`config.mk`:
```
export PLATFORM = sky130hd
export DESIGN_NAME = muldiv_unit_flat
export DESIGN_NICKNAME = d
export VERILOG_FILES = /design/src/rtl/muldiv_unit_if.sv /design/src/rtl/muldiv_unit.sv /design/src/flat_wrapper.sv
export SDC_FILE = /design/constraint.sdc
export NUM_CORES = 1
export LEC_CHECK = 0
export CAP_MARGIN = 25
export CORE_MARGIN = 8
export CORE_UTILIZATION = 50
export CTS_CLUSTER_SIZE = 10
export DETAILED_ROUTE_END_ITERATION = 8
export GPL_TIMING_DRIVEN = 1
export PLACE_DENSITY_LB_ADDON = 0.05
export SLEW_MARGIN = 20
export SYNTH_ARGS = -nofsm -noshare
export SYNTH_HDL_FRONTEND = slang
export SYNTH_SLANG_ARGS = --single-unit
```
`constraint.sdc`:
```
create_clock -name clk -period 7.23 [get_ports clk]
set_clock_uncertainty 0.05 [all_clocks]
set_input_delay 1.0845 -clock clk [delete_from_list [all_inputs] [get_ports clk]]
set_output_delay 1.0845 -clock clk [all_outputs]
set_load 0.02 [all_outputs]
```
`src/rtl/muldiv_unit_if.sv`:
```
// muldiv_unit_if: request/response bundle between the execute stage and the
// RV32M multiply/divide unit. The pipeline side is the master; the unit is the slave.
interface muldiv_unit_if #(
    parameter int N = 32
);
    logic         start;
    logic [2:0]   funct3;
    logic [N-1:0] A;
    logic [N-1:0] B;
    logic         kill;
    logic         busy;
    logic         done;
    logic [N-1:0] result;

    modport master (
        output start, funct3, A, B, kill,
        input  busy, done, result
    );

    modport slave (
        input  start, funct3, A, B, kill,
        output busy, done, result
    );
endinterface

```
`src/rtl/muldiv_unit.sv`:
```
// muldiv_unit: iterative RV32M multiply/divide unit (one bit per cycle).
// Operands become magnitudes on accept; the sign is re-applied in DONE.
// Divide-by-zero and signed overflow bypass CALC and go straight to DONE.
// Optional feature macro: MULDIV_FAST_MUL_EN -- multiplies use a single-cycle
// combinational product and also go straight to DONE; divides are unchanged.
module muldiv_unit #(
    parameter int N = 32
) (
    input  logic         clk,
    input  logic         rst_n,
    muldiv_unit_if.slave bus
);
    localparam int CW = $clog2(N);

    localparam logic [2:0] OP_MUL    = 3'b000;
    localparam logic [2:0] OP_MULH   = 3'b001;
    localparam logic [2:0] OP_MULHSU = 3'b010;
    localparam logic [2:0] OP_DIV    = 3'b100;
    localparam logic [2:0] OP_REM    = 3'b110;

    typedef enum logic [1:0] {IDLE, CALC, DONE} state_t;

    state_t         state_q, state_d;
    logic [2:0]     op_q;
    logic [N-1:0]   a_mag_q, b_mag_q;
    logic           neg_q;
    logic [2*N-1:0] prod_q;
    logic [N-1:0]   rem_q, quo_q;
    logic [CW-1:0]  cnt_q;
    logic           spec_q;
    logic [N-1:0]   spec_val_q;
    logic [N-1:0]   res_q;

    // ---------------- accept-side decode ----------------
    logic           accept;
    logic           a_sgn_in, b_sgn_in, a_neg_in, b_neg_in;
    logic [N-1:0]   a_mag_in, b_mag_in;
    logic           div_zero_in, ovf_in, special_in, fast_mul_in, neg_in;
    logic [N-1:0]   spec_val_in;

    assign accept   = (state_q == IDLE) && bus.start && !bus.kill;
    assign a_sgn_in = (bus.funct3 == OP_MULH) || (bus.funct3 == OP_MULHSU) ||
                      (bus.funct3 == OP_DIV)  || (bus.funct3 == OP_REM);
    assign b_sgn_in = (bus.funct3 == OP_MULH) || (bus.funct3 == OP_DIV) ||
                      (bus.funct3 == OP_REM);
    assign a_neg_in = a_sgn_in && bus.A[N-1];
    assign b_neg_in = b_sgn_in && bus.B[N-1];
    assign a_mag_in = a_neg_in ? (~bus.A + 1'b1) : bus.A;
    assign b_mag_in = b_neg_in ? (~bus.B + 1'b1) : bus.B;

    assign div_zero_in = bus.funct3[2] && (bus.B == '0);
    assign ovf_in      = ((bus.funct3 == OP_DIV) || (bus.funct3 == OP_REM)) &&
                         (bus.A == {1'b1, {(N-1){1'b0}}}) && (bus.B == '1);
    assign special_in  = div_zero_in || ovf_in;

    // funct3[1] separates remainder ops from quotient ops among the divides
    assign spec_val_in = div_zero_in ? (bus.funct3[1] ? bus.A : '1)
                                     : (bus.funct3[1] ? '0 : {1'b1, {(N-1){1'b0}}});

    // product sign from both operands; quotient likewise; remainder follows A
    assign neg_in = (bus.funct3[2] && bus.funct3[1]) ? a_neg_in : (a_neg_in ^ b_neg_in);

`ifdef MULDIV_FAST_MUL_EN
    assign fast_mul_in = ~bus.funct3[2];
`else
    assign fast_mul_in = 1'b0;
`endif

    // ---------------- iteration datapath ----------------
    logic [N:0]   msum;
    logic [N:0]   dsh;
    logic         dge;
    logic [N-1:0] ddif;

    assign msum = {1'b0, prod_q[2*N-1:N]} + {1'b0, (prod_q[0] ? a_mag_q : {N{1'b0}})};
    assign dsh  = {rem_q, quo_q[N-1]};
    assign dge  = dsh >= {1'b0, b_mag_q};
    assign ddif = dsh[N-1:0] - b_mag_q;

    // ---------------- final sign correction ----------------
    logic [2*N-1:0] prod_s;
    logic [N-1:0]   quo_s, rem_s, fin;

    // Result presented in DONE: special value, or magnitude with sign re-applied
    always_comb begin
        prod_s = neg_q ? (~prod_q + 1'b1) : prod_q;
        quo_s  = neg_q ? (~quo_q + 1'b1) : quo_q;
        rem_s  = neg_q ? (~rem_q + 1'b1) : rem_q;
        fin    = '0;
        if (spec_q)
            fin = spec_val_q;
        else if (!op_q[2])
            fin = (op_q == OP_MUL) ? prod_s[N-1:0] : prod_s[2*N-1:N];
        else
            fin = op_q[1] ? rem_s : quo_s;
    end

    // State register
    always_ff @(posedge clk or negedge rst_n) begin
        if (!rst_n)
            state_q <= IDLE;
        else
            state_q <= state_d;
    end

    // Next-state: kill overrides everything and returns to IDLE
    always_comb begin
        state_d = state_q;
        unique case (state_q)
            IDLE: if (accept) state_d = (special_in || fast_mul_in) ? DONE : CALC;
            CALC: if (cnt_q == CW'(N-1)) state_d = DONE;
            DONE: state_d = IDLE;
            default: state_d = IDLE;
        endcase
        if (bus.kill)
            state_d = IDLE;
    end

    // Operand latch on accept, one shift-add / restoring step per CALC cycle,
    // and result commit in DONE (a killed DONE is discarded)
    always_ff @(posedge clk or negedge rst_n) begin
        if (!rst_n) begin
            op_q       <= '0;
            a_mag_q    <= '0;
            b_mag_q    <= '0;
            neg_q      <= 1'b0;
            prod_q     <= '0;
            rem_q      <= '0;
            quo_q      <= '0;
            cnt_q      <= '0;
            spec_q     <= 1'b0;
            spec_val_q <= '0;
            res_q      <= '0;
        end else begin
            if (accept) begin
                op_q       <= bus.funct3;
                a_mag_q    <= a_mag_in;
                b_mag_q    <= b_mag_in;
                neg_q      <= neg_in;
                spec_q     <= special_in;
                spec_val_q <= spec_val_in;
                cnt_q      <= '0;
                rem_q      <= '0;
                quo_q      <= a_mag_in;
`ifdef MULDIV_FAST_MUL_EN
                prod_q     <= {{N{1'b0}}, a_mag_in} * {{N{1'b0}}, b_mag_in};
`else
                // multiplier sits in the low half and shifts out LSB first
                prod_q     <= {{N{1'b0}}, b_mag_in};
`endif
            end else if (state_q == CALC && !bus.kill) begin
                cnt_q <= cnt_q + 1'b1;
                if (!op_q[2]) begin
                    prod_q <= {msum, prod_q[N-1:1]};
                end else begin
                    rem_q <= dge ? ddif : dsh[N-1:0];
                    quo_q <= {quo_q[N-2:0], dge};
                end
            end
            if (state_q == DONE && !bus.kill)
                res_q <= fin;
        end
    end

    assign bus.busy   = (state_q != IDLE);
    assign bus.done   = (state_q == DONE);
    assign bus.result = (state_q == DONE) ? fin : res_q;

endmodule

```
`src/flat_wrapper.sv`:
```
// flat-port wrapper written by rule: the top's interface ports become plain ports
module muldiv_unit_flat 
#(
    parameter int N = 32
)
  (clk, rst_n, bus_start, bus_funct3, bus_A, bus_B, bus_kill, bus_busy, bus_done, bus_result);
  muldiv_unit_if #(.N(N)) bus_i ();
  input  logic clk;
  input  logic rst_n;
  input wire logic [$bits(bus_i.start)-1:0] bus_start;
  input wire logic [$bits(bus_i.funct3)-1:0] bus_funct3;
  input wire logic [$bits(bus_i.A)-1:0] bus_A;
  input wire logic [$bits(bus_i.B)-1:0] bus_B;
  input wire logic [$bits(bus_i.kill)-1:0] bus_kill;
  output wire logic [$bits(bus_i.busy)-1:0] bus_busy;
  output wire logic [$bits(bus_i.done)-1:0] bus_done;
  output wire logic [$bits(bus_i.result)-1:0] bus_result;
  assign bus_i.start = bus_start;
  assign bus_i.funct3 = bus_funct3;
  assign bus_i.A = bus_A;
  assign bus_i.B = bus_B;
  assign bus_i.kill = bus_kill;
  assign bus_busy = bus_i.busy;
  assign bus_done = bus_i.done;
  assign bus_result = bus_i.result;
  muldiv_unit #(.N(N)) u_core (.clk(clk), .rst_n(rst_n), .bus(bus_i));
endmodule
```
# Yosys cells after proc, flatten, opt, wreduce, memory -nomap -nowiden
# Index checks and enable logic that the tools add are counted.
# classes
n_eq_ne,12
bitwise,6
reduce_logical,27
mux,32
addsub,8
order_cmp,1
# ops
op,n
$mux W32,20
$mux W64,4
$add A32 B1 Y32 const B,4
$not A32 Y32,4
$add A64 B1 Y64 const B,1
$eq A32 B32 Y1 const B,2
$not A64 Y64,1
$add A32 B32 Y33,1
$ge A33 B32 Y1,1
$logic_not A32 Y1,1
$sub A32 B32 Y32,1
$logic_and A1 B1 Y1,10
$mux W5,2
$mux W2,4
$logic_or A1 B1 Y1,7
$eq A3 B3 Y1 const B,2
$ne A3 B2 Y1 const B,2
$reduce_and A2 Y1,3
$reduce_bool A2 Y1,3
$add A5 B1 Y5 const B,1
$eq A5 B5 Y1 const B,1
$pmux W2 S2,1
$eq A3 B1 Y1 const B,1
$eq A3 B2 Y1 const B,1
8 further kinds,8
# word_totals
output_inout_bits,34
register_bits,268

# Depth between registers and ports, before layout
# Gate-level depths: netlist of run 1.
# logic_depth
word_depth,9
depth_mapped,14
mapped_depth_nobuf,13

# Worst setup path after synthesis of run 1
# OpenSTA, ideal clock, no wires.
# synth_path
path_type,register to output
startpoint,register u_core.prod_q[28]
endpoint,output bus_result[30]
path_buffers,0
arrival_ps,3558
setup_slack_ps,2537
stages_incl_launch_ff,10
path_cell_list,dfrtp_1 > or4_1 > or4_1 > or3_1 > or3_1 > o31ai_1 > xor2_1 > a2111oi_0 > a21oi_1 > o21ai_0
# synth_between
elab_chain_len,7
# synth_lines
item,line,text
from (decl),muldiv_unit.sv:27,logic [2*N-1:0] prod_q;
from (signal assigned),muldiv_unit.sv:149,"prod_q <= {{N{1'b0}}, b_mag_in};"
from (signal assigned),muldiv_unit.sv:154,"prod_q <= {msum, prod_q[N-1:1]};"
$not A64 Y64,muldiv_unit.sv:86,prod_s = neg_q ? (~prod_q + 1'b1) : prod_q;
$add A64 B1 Y64,muldiv_unit.sv:86,
$mux W64,muldiv_unit.sv:86,
$mux W32,muldiv_unit.sv:93,fin = (op_q == OP_MUL) ? prod_s[N-1:0] : prod_s[2*N-1:N];
$mux W32,muldiv_unit.sv:92,else if (!op_q[2])
$mux W32,muldiv_unit.sv:90,if (spec_q)
$mux W32,muldiv_unit.sv:167,assign bus.result = (state_q == DONE) ? fin : res_q;
to (decl),flat_wrapper.sv:17,output wire logic [$bits(bus_i.result)-1:0] bus_result;
# No other way between the ends.

# Worst setup path in the final report of run 1
# layout_path
startpoint,register u_core.quo_q[1]
endpoint,output bus_result[26]
# layout_between
elab_chain_len,7
# layout_lines
item,line,text
from (decl),muldiv_unit.sv:28,"logic [N-1:0] rem_q, quo_q;"
from (signal assigned),muldiv_unit.sv:144,quo_q <= a_mag_in;
from (signal assigned),muldiv_unit.sv:157,"quo_q <= {quo_q[N-2:0], dge};"
$not A32 Y32,muldiv_unit.sv:87,quo_s = neg_q ? (~quo_q + 1'b1) : quo_q;
$add A32 B1 Y32,muldiv_unit.sv:87,
$mux W32,muldiv_unit.sv:87,
$mux W32,muldiv_unit.sv:95,fin = op_q[1] ? rem_s : quo_s;
$mux W32,muldiv_unit.sv:92,
$mux W32,muldiv_unit.sv:90,
$mux W32,muldiv_unit.sv:167,
# No other way between the ends.

==> out/metrics.yaml, run 1 <==
status: "finished, final reports clean"
route.final.wire_length_um: 75600
clock_path_buffers: 3
clock_insertion_delay_worst_skew_ns: 0.55
wirelength_met1_um: 33700
via_density_per_instance: 6.48
timing.setup.tns_ns: 0
detailed_place_hpwl_um: 55700
yosys_register_bits: 268
synth_fp_nets: 2598
power-per-cell-area_nw_per_um2: 312
number_of_antenna_violations_at_the_first_check_in_global_routing: 2
syn_to_layout_area_delta_pct: 12.2
initial_core_util_pct: 50.5
cts-root-buf: "sky130_fd_sc_hd__clkbuf_16"
cts_resized: 0
clk_transition_reported_paths_ns: 0.06
rsz0062_at_grt: "no"
post_route_cells_drive_above_1_share_pct: 5.92
cts_post_setup_buffers_inserted: 0
gp_congestion: 0.963
yosysWarnings: 0
power.ir.vdd_worst_uv: 247
synth.cell_area_um2: 20000
wl_met3_um: 6040
design.final.nets: 2607
core_area_um2: 39600
count_of_flip_flops_with_a_built_in_enable_after_synthesis: 0
slew-limit-headroom_pct: 22.8
timing.fmax_mhz: 152
avgRoutedWirePerCell_um: 25.1
worst_setup_path_end_kind: "output pin"
yosysTopAreaCellShare_pct: 33.5
floorplan.die_area_um2: 46700
period_share_pct: 90.9
r2r_setup_slack_ns: 2.89
vias: 19500
i_o_pin_cnt: 105
grt_first_pass_wirelength_um: 114000
chipHeight_um: 216
firstDrtPassIters: 6
crit_fanout: 7
class_of_the_tightest_hold_or_removal_check: "flip-flop to flip-flop"
met2_wirelength_um: 32700
final.fill_count: 3684
highest_layer: "met4"
critical_path_required_ns: 6.10
synth_top_cells_by_count: "sky130_fd_sc_hd__o21ai_0, sky130_fd_sc_hd__dfrtp_1, sky130_fd_sc_hd__nand2_1"
period_needed_ns: 6.58
clock_sink_count: 268
synth_cells: 2453
hold_violations: 0
initial_drc_count: 2327
seq_total_area_yosys_pct: 33.5
synthDistinctLibCells: 86
std_cell_rows: 73
drc: 0
yosys.cell_count.top_type: "sky130_fd_sc_hd__o21ai_0"
layout_setup_ws_ns: 0.654
h-tree-depth: 2
leakagePower_nw: 9.49
port_buffers: 104
timing_max_transition_violations_final: 0
tritoncts_clock_tree: "built"
cts-buffers-inserted: 35
synth_ff_type: "sky130_fd_sc_hd__dfrtp_1"
postSynthAreaPerCell_um2: 8.17
cp.arrival_ns: 5.44
ys_top_cells_by_area: "sky130_fd_sc_hd__dfrtp_1, sky130_fd_sc_hd__o21ai_0, sky130_fd_sc_hd__nand2_1, sky130_fd_sc_hd__ha_1, sky130_fd_sc_hd__xnor2_1"
worst_pin_slew_ns: 1.13
yosysTopAreaCell: "sky130_fd_sc_hd__dfrtp_1"
grtUsageTotal_pct: 31.2
first_global_vias: 18100
timing.critical_path.from_type: "flip-flop"
cts-hold-fix-buffers: 0
setup-violations-final: 0
post_placement_setup_slack_ns: 1.33
cap_viol_max_count: 0
final_antenna_net_count: 0
gr-total-overflow: 0
grt_start_max_net_pins: 140
synthArstFlopShare_pct: 100
dieWidth_um: 216
critPathKind: "flip-flop to output pin"
==> cell type report <==
type | count | area (µm²) | share of cell area (%)
Antenna cell | 1 | 2.50 | 0.0111
Clock buffer | 55 | 1040 | 4.64
Clock inverter | 3 | 17.5 | 0.0779
Inverter | 70 | 263 | 1.17
Multi-Input combinational cell | 1948 | 12500 | 55.5
Sequential cell | 268 | 6710 | 29.9
Tap cell | 525 | 657 | 2.92
Timing Repair Buffer | 139 | 1320 | 5.85
==> path summary, 6_finish.rpt <==
check | start | endpoint | cells after the start
setup / recovery | u_core.quo_q[1]$_DFFE_PN0P_ | bus_result[26] | 12
hold / removal | u_core.a_mag_q[26]$_DFFE_PN0P_ | u_core.a_mag_q[26]$_DFFE_PN0P_ | 1
setup reg to reg | u_core.rem_q[26]$_DFFE_PN0P_ | u_core.rem_q[15]$_DFFE_PN0P_ | 10
hold reg to reg | u_core.a_mag_q[26]$_DFFE_PN0P_ | u_core.a_mag_q[26]$_DFFE_PN0P_ | 1
max in group asynchronous | rst_n | u_core.neg_q$_DFFE_PN0P_ | 2
min in group asynchronous | rst_n | u_core.cnt_q[3]$_DFFE_PN0P_ | 1
==> flip-flops by register name, indices dropped and copies added, names as in the netlist <==
name               cells
u_core.prod_q         64
u_core.a_mag_q        32
u_core.op_q            3
u_core.spec_q          1
u_core.quo_q          32
u_core.state_q         2
u_core.b_mag_q        32
u_core.cnt_q           5
u_core.spec_val_q     32
u_core.rem_q          32
u_core.res_q          32
u_core.neg_q           1
==> worst max-delay path, cell delays in order (launching register included) <==
cell	delay [ns]
sky130_fd_sc_hd__dfrtp_1	0.44
sky130_fd_sc_hd__inv_1	0.08
sky130_fd_sc_hd__ha_1	0.17
sky130_fd_sc_hd__or3b_2	0.55
sky130_fd_sc_hd__nor3_1	0.82
sky130_fd_sc_hd__nand2_1	0.24
sky130_fd_sc_hd__nor4b_1	0.55
sky130_fd_sc_hd__a21oi_1	0.14
sky130_fd_sc_hd__mux2_2	0.29
sky130_fd_sc_hd__a311oi_1	0.46
sky130_fd_sc_hd__a21oi_1	0.11
sky130_fd_sc_hd__o21ai_0	0.35
sky130_fd_sc_hd__clkdlybuf4s50_1	0.69
==> cells in the final DEF, fill, tap and decap left out, drive strengths merged, types with 19 or more instances in the layout <==
cell type,count
dfrtp,268
nor4,22
a21o,80
or4,31
buf,35
a221o,49
o31ai,39
nand3,83
clkdlybuf4s50,103
a31oi,28
a21oi,163
a211oi,19
nor2,179
and3,30
xnor2,94
xor2,90
nand2,265
inv,69
o21ai,297
nor3,42
ha,72
mux2i,35
o41ai,23
or3,27
clkbuf,56
and2,38
nand4,23
nand2b,23
==> where the power goes <==
group          internal, W  switching [W]  total [W]  leakage, nW
sequential         0.00177       0.000471    0.00224         3.47
clock             0.000984       0.000687    0.00167        0.515
combinational      0.00119        0.00192    0.00311         5.50
total              0.00394        0.00308    0.00702         9.49
==> through the flow <==
step / hold WS, ns / total power, W / util (%) / cell area, µm² / std cells
final: 0.418 / 0.00702 / 56.7 / 22500 / 3009
after global routing: 0.436 / 0.00737 / 56.7 / 22500 / 3008
after CTS: 0.422 / 0.00696 / 56.7 / 22500 / 3007
after detailed placement: 0.410 / 0.00527 / 54.0 / 21400 / 2949
after global placement: 0.402 / 0.00524 / 54.0 / 21400 / 2948
after floorplan: 0.391 / 0.00424 / - / 20000 / 2453
==> routing by layer <==
layer  GRT usage [%]  up-vias
li1                -     8963
met1            44.7     9543
met2            46.4      853
met3            5.04      145
met4            12.7        0
met5               0        -
==> cell families (layout without fill, tap and decap cells) <==
family                     count (synthesis)  in the layout  synth area share [%]
AOI/OAI and AO/OA                        821            821                  26.4
other                                      0              1                     0
DFF                                      268            268                  33.5
adders and majority gates                 74             74                  4.70
muxes                                     48             48                  2.70
buffers and inverters                    237            267                  4.54
and+or+nand+nor                          821            821                  20.2
xor gates and xnor gates                 184            184                  8.04
No activity file was read; power rests on OpenSTA's default activity.
==> inputs of run 2 (changes only) <==
--- a/config.mk
+++ b/config.mk
@@ -8,2 +8,3 @@
 export CAP_MARGIN = 25
+export CORE_ASPECT_RATIO = 1.75
 export CORE_MARGIN = 8
==> constraint.sdc (replaced) <==
create_clock -name clk -period 5.39 [get_ports clk]
set_clock_uncertainty 0.05 [all_clocks]
set_input_delay 1.078 -clock clk [delete_from_list [all_inputs] [get_ports clk]]
set_output_delay 1.078 -clock clk [all_outputs]
set_load 0.02 [all_outputs]
==> run 2 against run 1 <==
  * The flow now finishes with violations (setup timing)
  * Setup slack lost 0.67 ns
  * Global-route usage grew 2.8 points
  * Via count grew 2.7%
  * Critical path type unchanged
  * Power grew 39%
  * Sequential share of layout area shrank 1.2 points
  * Cell area grew 4.1%
  * First-iteration DRC count shrank 30%
  * Sequential cell count is the same
  * Routed wire length grew 8.0%
  * Count of clock-buffer cells in the layout shrank 20
  * Largest cell class unchanged
==> out/metrics.yaml, run 2 (same netlist as run 1, synthesis figures left out) <==
cap_viol_max_count: 0
fin_hold_ws_ns: 0.417
worst_setup_path_end_kind: "output pin"
layout.cells.most_common: "sky130_fd_sc_hd__o21ai_0"
via_density_per_instance: 6.50
rsz0062_at_grt: "yes"
class_of_the_tightest_hold_or_removal_check: "flip-flop to flip-flop"
critical_path_required_ns: 4.26
timing_max_transition_violations_final: 0
multi_input_area_um2: 12700
clk_transition_reported_paths_ns: 0.06
ff_latch_area_um2: 6710
period_share_pct: 100
final.fill_count: 3709
core_area_um2: 39800
drc: 0
gp_congestion: 1.02
clock_path_buffers: 3
grtUsageTotal_pct: 34.0
failed_checks: "setup timing"
r2r_setup_slack_ns: 1.02
clock_sink_count: 268
tritoncts_clock_tree: "built"
h-tree-depth: 1
hold_path.startpoint: "u_core.a_mag_q[22]$_DFFE_PN0P_"
timing.critical_path.from_type: "flip-flop"
post_route_cells_drive_above_1_share_pct: 12.4
number_of_antenna_violations_at_the_first_check_in_global_routing: 0
hold_violations: 0
setup-violations-final: 1
largest_reg_flops: 64
final_antenna_net_count: 0
cts-hold-fix-buffers: 0
gr-total-overflow: 0
power-per-cell-area_nw_per_um2: 418
power.ir.vdd_worst_uv: 283
leakagePower_nw: 10.2
initial_drc_count: 1631
firstDrtPassIters: 7
critPathKind: "flip-flop to output pin"
port_buffers: 104
layout.cells.most_common_list: "sky130_fd_sc_hd__o21ai_0, sky130_fd_sc_hd__dfrtp_1, sky130_fd_sc_hd__nand2_1, sky130_fd_sc_hd__nor2_1, sky130_fd_sc_hd__a21oi_1"
timing.fmax_mhz: 185
dieWidth_um: 167
regMostFlops: "u_core.prod_q"
cp.arrival_ns: 4.28
slew-limit-headroom_pct: 37.1
design.final.nets: 2726
period_needed_ns: 5.41
vias: 20000
chipHeight_um: 281
grt_first_pass_wirelength_um: 122000
i_o_pin_cnt: 105
route.final.wire_length_um: 81600
timing.setup.tns_ns: -0.0172
std_cell_rows: 97
first_global_vias: 20000
worst_pin_slew_ns: 0.920
syn_to_layout_area_delta_pct: 16.8
layout_setup_ws_ns: -0.0172
initial_core_util_pct: 50.3
critPathLaunch: "u_core.prod_q[13]$_DFFE_PN0P_"
avgRoutedWirePerCell_um: 26.5
cts-root-buf: "sky130_fd_sc_hd__clkbuf_16"
cts-buffers-inserted: 31
critical_path.reg2reg.startpoint: "u_core.prod_q[0]$_DFFE_PN0P_"
clock_insertion_delay_worst_skew_ns: 0.61
grt_start_max_net_pins: 94
crit_fanout: 7
detailed_place_hpwl_um: 63500
floorplan.die_area_um2: 47000
status: "complete, but fails checks"
==> run 2: cell types whose count changed in the layout (fill, tap and decap cells not counted), moves of 9 or more <==
| cell | change |
|---|---|
| sky130_fd_sc_hd__buf_4 | +120 |
| sky130_fd_sc_hd__clkdlybuf4s50_1 | -28 |
| sky130_fd_sc_hd__clkbuf_1 | -11 |
| sky130_fd_sc_hd__buf_2 | +9 |
==> run 2: per-stage QoR <==
stage	util, %	cell area [µm²]	worst slack (ns)	instances	power, W
global route	58.8	23400	-0.178	3081	0.0103
CTS	58.6	23300	0.000732	3079	0.00964
finish	58.8	23400	-0.0172	3083	0.00977
floorplan	-	20000	0.704	2453	0.00569
detailed placement	56.0	22300	-0.254	3039	0.00757
global placement	56.0	22300	-0.226	3039	0.00753
==> run 2: cell type report <==
cell class | count | share of cell area [%]
multi-input cells | 1948 | 54.3
diodes | 2 | 0.0214
well taps | 495 | 2.65
clock buffers | 35 | 3.47
clock inverters | 3 | 0.235
flip-flops and latches | 268 | 28.7
inverters | 70 | 1.12
repair buffers | 262 | 9.51
==> run 2: metal layers <==
layer  track usage, %  share of wire [%]  vias to the layer above
met5                0                  0                        -
met2             61.3                 51                      756
met3             3.77                5.0                      249
met1             35.9                 35                     9820
li1                 -                  -                     9202
met4             26.0                8.9                        0
==> run 2: path summary, 6_finish.rpt <==
check                      cells after the start                                 to
max                                           10                     bus_result[27]
min                                            1     u_core.a_mag_q[22]$_DFFE_PN0P_
max reg2reg                                   13      u_core.prod_q[63]$_DFFE_PN0P_
min reg2reg                                    1     u_core.a_mag_q[22]$_DFFE_PN0P_
max in group asynchronous                      2  u_core.spec_val_q[16]$_DFFE_PN0P_
min in group asynchronous                      1     u_core.b_mag_q[24]$_DFFE_PN0P_
==> run 2: worst max-delay path, cell delays in order, from the launching register on <==
cell,delay [ns]
sky130_fd_sc_hd__dfrtp_1,0.43
sky130_fd_sc_hd__or4_4,0.58
sky130_fd_sc_hd__or3_4,0.38
sky130_fd_sc_hd__or4_4,0.58
sky130_fd_sc_hd__or3_4,0.44
sky130_fd_sc_hd__o21ai_2,0.15
sky130_fd_sc_hd__xnor2_1,0.13
sky130_fd_sc_hd__o221ai_1,0.21
sky130_fd_sc_hd__o21a_1,0.24
sky130_fd_sc_hd__o21ai_0,0.25
sky130_fd_sc_hd__clkdlybuf4s15_2,0.32
==> run 2: power breakdown <==
part / switching (W) / internal, W / total [W] / leakage, nW
sequential: 0.000494 / 0.00237 / 0.00287 / 3.47
clock: 0.000843 / 0.00109 / 0.00194 / 0.427
combinational: 0.00303 / 0.00194 / 0.00497 / 6.29
==> run 2: what timing repair did <==
| item | CTS | global route |
|---|---|---|
| gates resized for setup | 110 | 33 |
| buffers inserted | 2 | 1 |
| setup endpoints to repair | 32 | 27 |
| gates cloned | 0 | 0 |
| pin swaps | 3 | 3 |
==> inputs of run 3 (changes only) <==
- CORE_UTILIZATION: 50 -> 45
- CTS_CLUSTER_SIZE: 10 -> 20
- clock period: 5.39 -> 6.6 ns (I/O delays scaled with it)
==> run 3 against run 2 <==
  * The run now ends clean
  * Cell count decreased by 0.65%
  * Sequential cell count is the same
  * Cell area shrank 2.8%
  * Global-route usage shrank 3.3 points
  * Largest cell class unchanged
==> out/metrics.yaml, run 3 (same netlist as run 1, synthesis figures left out) <==
status: "finished, final reports clean"
power.switching_fraction_pct: 43.7
r2r_setup_slack_ns: 2.00
floorplan.die_area_um2: 51800
cap_viol_max_count: 0
timing_max_transition_violations_final: 0
power.ir.vdd_worst_uv: 256
post_route_cells_drive_above_1_share_pct: 6.82
seq_power_share_pct: 31.0
port_buffers: 104
tritoncts_clock_tree: "built"
report.power.total_w: 0.00794
worstPathCellList: "or4_1 > or4_1 > or3_1 > or3_1 > o21ai_1 > xor2_1 > a221oi_1 > buf_4 > mux2i_1 > o21ai_0 > clkdlybuf4s50_1"
met3_usage_pct: 3.02
intPower_w: 0.00447
layout.cells.most_common: "sky130_fd_sc_hd__o21ai_0"
worst_pin_slew_ns: 1.01
number_of_antenna_violations_at_the_first_check_in_global_routing: 0
setup-violations-final: 0
detailed_place_hpwl_um: 62500
cts_resized: 0
clock_sink_count: 268
slew-limit-headroom_pct: 32.4
design.final.nets: 2613
i_o_pin_cnt: 105
chipHeight_um: 295
hold_violations: 0
gp_congestion: 0.983
power-per-cell-area_nw_per_um2: 349
slowest_delay_ns: 0.64
timing.fmax_mhz: 157
initial_drc_count: 1536
timing.setup.tns_ns: 0
rsz0062_at_grt: "no"
grt_start_max_net_pins: 147
vias: 19400
regMostFlops: "u_core.prod_q"
leakagePower_nw: 9.61
first_global_vias: 19300
fin_hold_ws_ns: 0.419
std_cell_rows: 102
timing.critical_path.from_type: "flip-flop"
power.share.combinational_pct: 44.1
antennaDiodeCount: 0
final_antenna_net_count: 0
critPathKind: "flip-flop to output pin"
cts_post_setup_buffers_inserted: 0
largest_reg_flops: 64
drc: 0
period_needed_ns: 6.38
class_of_the_tightest_hold_or_removal_check: "flip-flop to flip-flop"
power_frac_clock_pct: 25.0
core_area_um2: 44200
cts-buffers-inserted: 29
cts-hold-fix-buffers: 0
grtUsageTotal_pct: 30.7
critical_path_required_ns: 5.23
h-tree-depth: 1
switching_power_w: 0.00347
clock_insertion_delay_worst_skew_ns: 0.59
clk_transition_reported_paths_ns: 0.07
clock_path_buffers: 3
layout.cells.most_common_list: "sky130_fd_sc_hd__o21ai_0, sky130_fd_sc_hd__dfrtp_1, sky130_fd_sc_hd__nand2_1, sky130_fd_sc_hd__nor2_1, sky130_fd_sc_hd__a21oi_1"
global_route_track_usage_on_met2_pct: 55.1
dieWidth_um: 175
via_density_per_instance: 6.32
grt_first_pass_wirelength_um: 121000
globalRouteMet1Util_pct: 33.2
worst_setup_path_end_kind: "output pin"
initial_core_util_pct: 45.4
period_share_pct: 96.7
firstDrtPassIters: 5
critical-path-slowest-cell: "sky130_fd_sc_hd__or4_1"
gr-max-usage-layer: "met2"
crit_fanout: 7
cts-root-buf: "sky130_fd_sc_hd__clkbuf_16"
cp.arrival_ns: 5.01
gr-total-overflow: 0
route.final.wire_length_um: 81400
syn_to_layout_area_delta_pct: 13.5
avgRoutedWirePerCell_um: 26.6
-- run 3: cell type report --
type / count / area, µm²
Fill cell: 4305 / 21400
Multi-Input combinational cell: 1948 / 12500
Sequential cell: 268 / 6710
Timing Repair Buffer: 151 / 1430
Clock buffer: 34 / 785
Tap cell: 572 / 716
Clock inverter: 20 / 349
Inverter: 70 / 263
-- run 3: final timing paths --
| path | startpoint | endpoint | cells after the start |
|---|---|---|---|
| max | u_core.prod_q[28]$_DFFE_PN0P_ | bus_result[15] | 11 |
| min reg2reg | u_core.a_mag_q[24]$_DFFE_PN0P_ | u_core.a_mag_q[24]$_DFFE_PN0P_ | 1 |
| min | u_core.a_mag_q[24]$_DFFE_PN0P_ | u_core.a_mag_q[24]$_DFFE_PN0P_ | 1 |
| max in group asynchronous | rst_n | u_core.op_q[1]$_DFFE_PN0P_ | 2 |
| max reg2reg | u_core.prod_q[0]$_DFFE_PN0P_ | u_core.prod_q[59]$_DFFE_PN0P_ | 13 |
| min in group asynchronous | rst_n | u_core.b_mag_q[17]$_DFFE_PN0P_ | 1 |
-- run 3: layer usage --
| metal | share of wire, % | wire length [µm] |
|---|---|---|
| met1 | 36 | 29200 |
| met2 | 51 | 41500 |
| met3 | 4.9 | 3960 |
| met4 | 8.3 | 6720 |
| met5 | 0 | 0 |
-- run 3: worst max-delay path, delay by kind of cell (launching register included) --
family,cells,cell delay (ns)
simple gates,4,2.18
buf+inv,2,0.83
compound gates,3,0.77
flops,1,0.44
mux,1,0.11
xor+xnor,1,0.09
-- run 3: power groups by stage --
stage	combinational, W	sequential [W]	clock, W
after detailed placement	0.00344	0.00247	0
after global routing	0.00380	0.00249	0.00206
after floorplan	0.00243	0.00222	0
after global placement	0.00344	0.00246	0
after CTS	0.00347	0.00244	0.00201
final	0.00350	0.00246	0.00198
-- run 3: through the flow --
stage | area, µm² | utilization, % | setup WS (ns) | std cells
finish | 22700 | 51.5 | 0.218 | 3063
global route | 22700 | 51.5 | 0.00225 | 3063
CTS | 22700 | 51.4 | 0.0684 | 3062
detailed placement | 21600 | 48.8 | 0.730 | 3008
global placement | 21600 | 48.8 | 0.731 | 3008
floorplan | 20000 | - | 1.67 | 2453
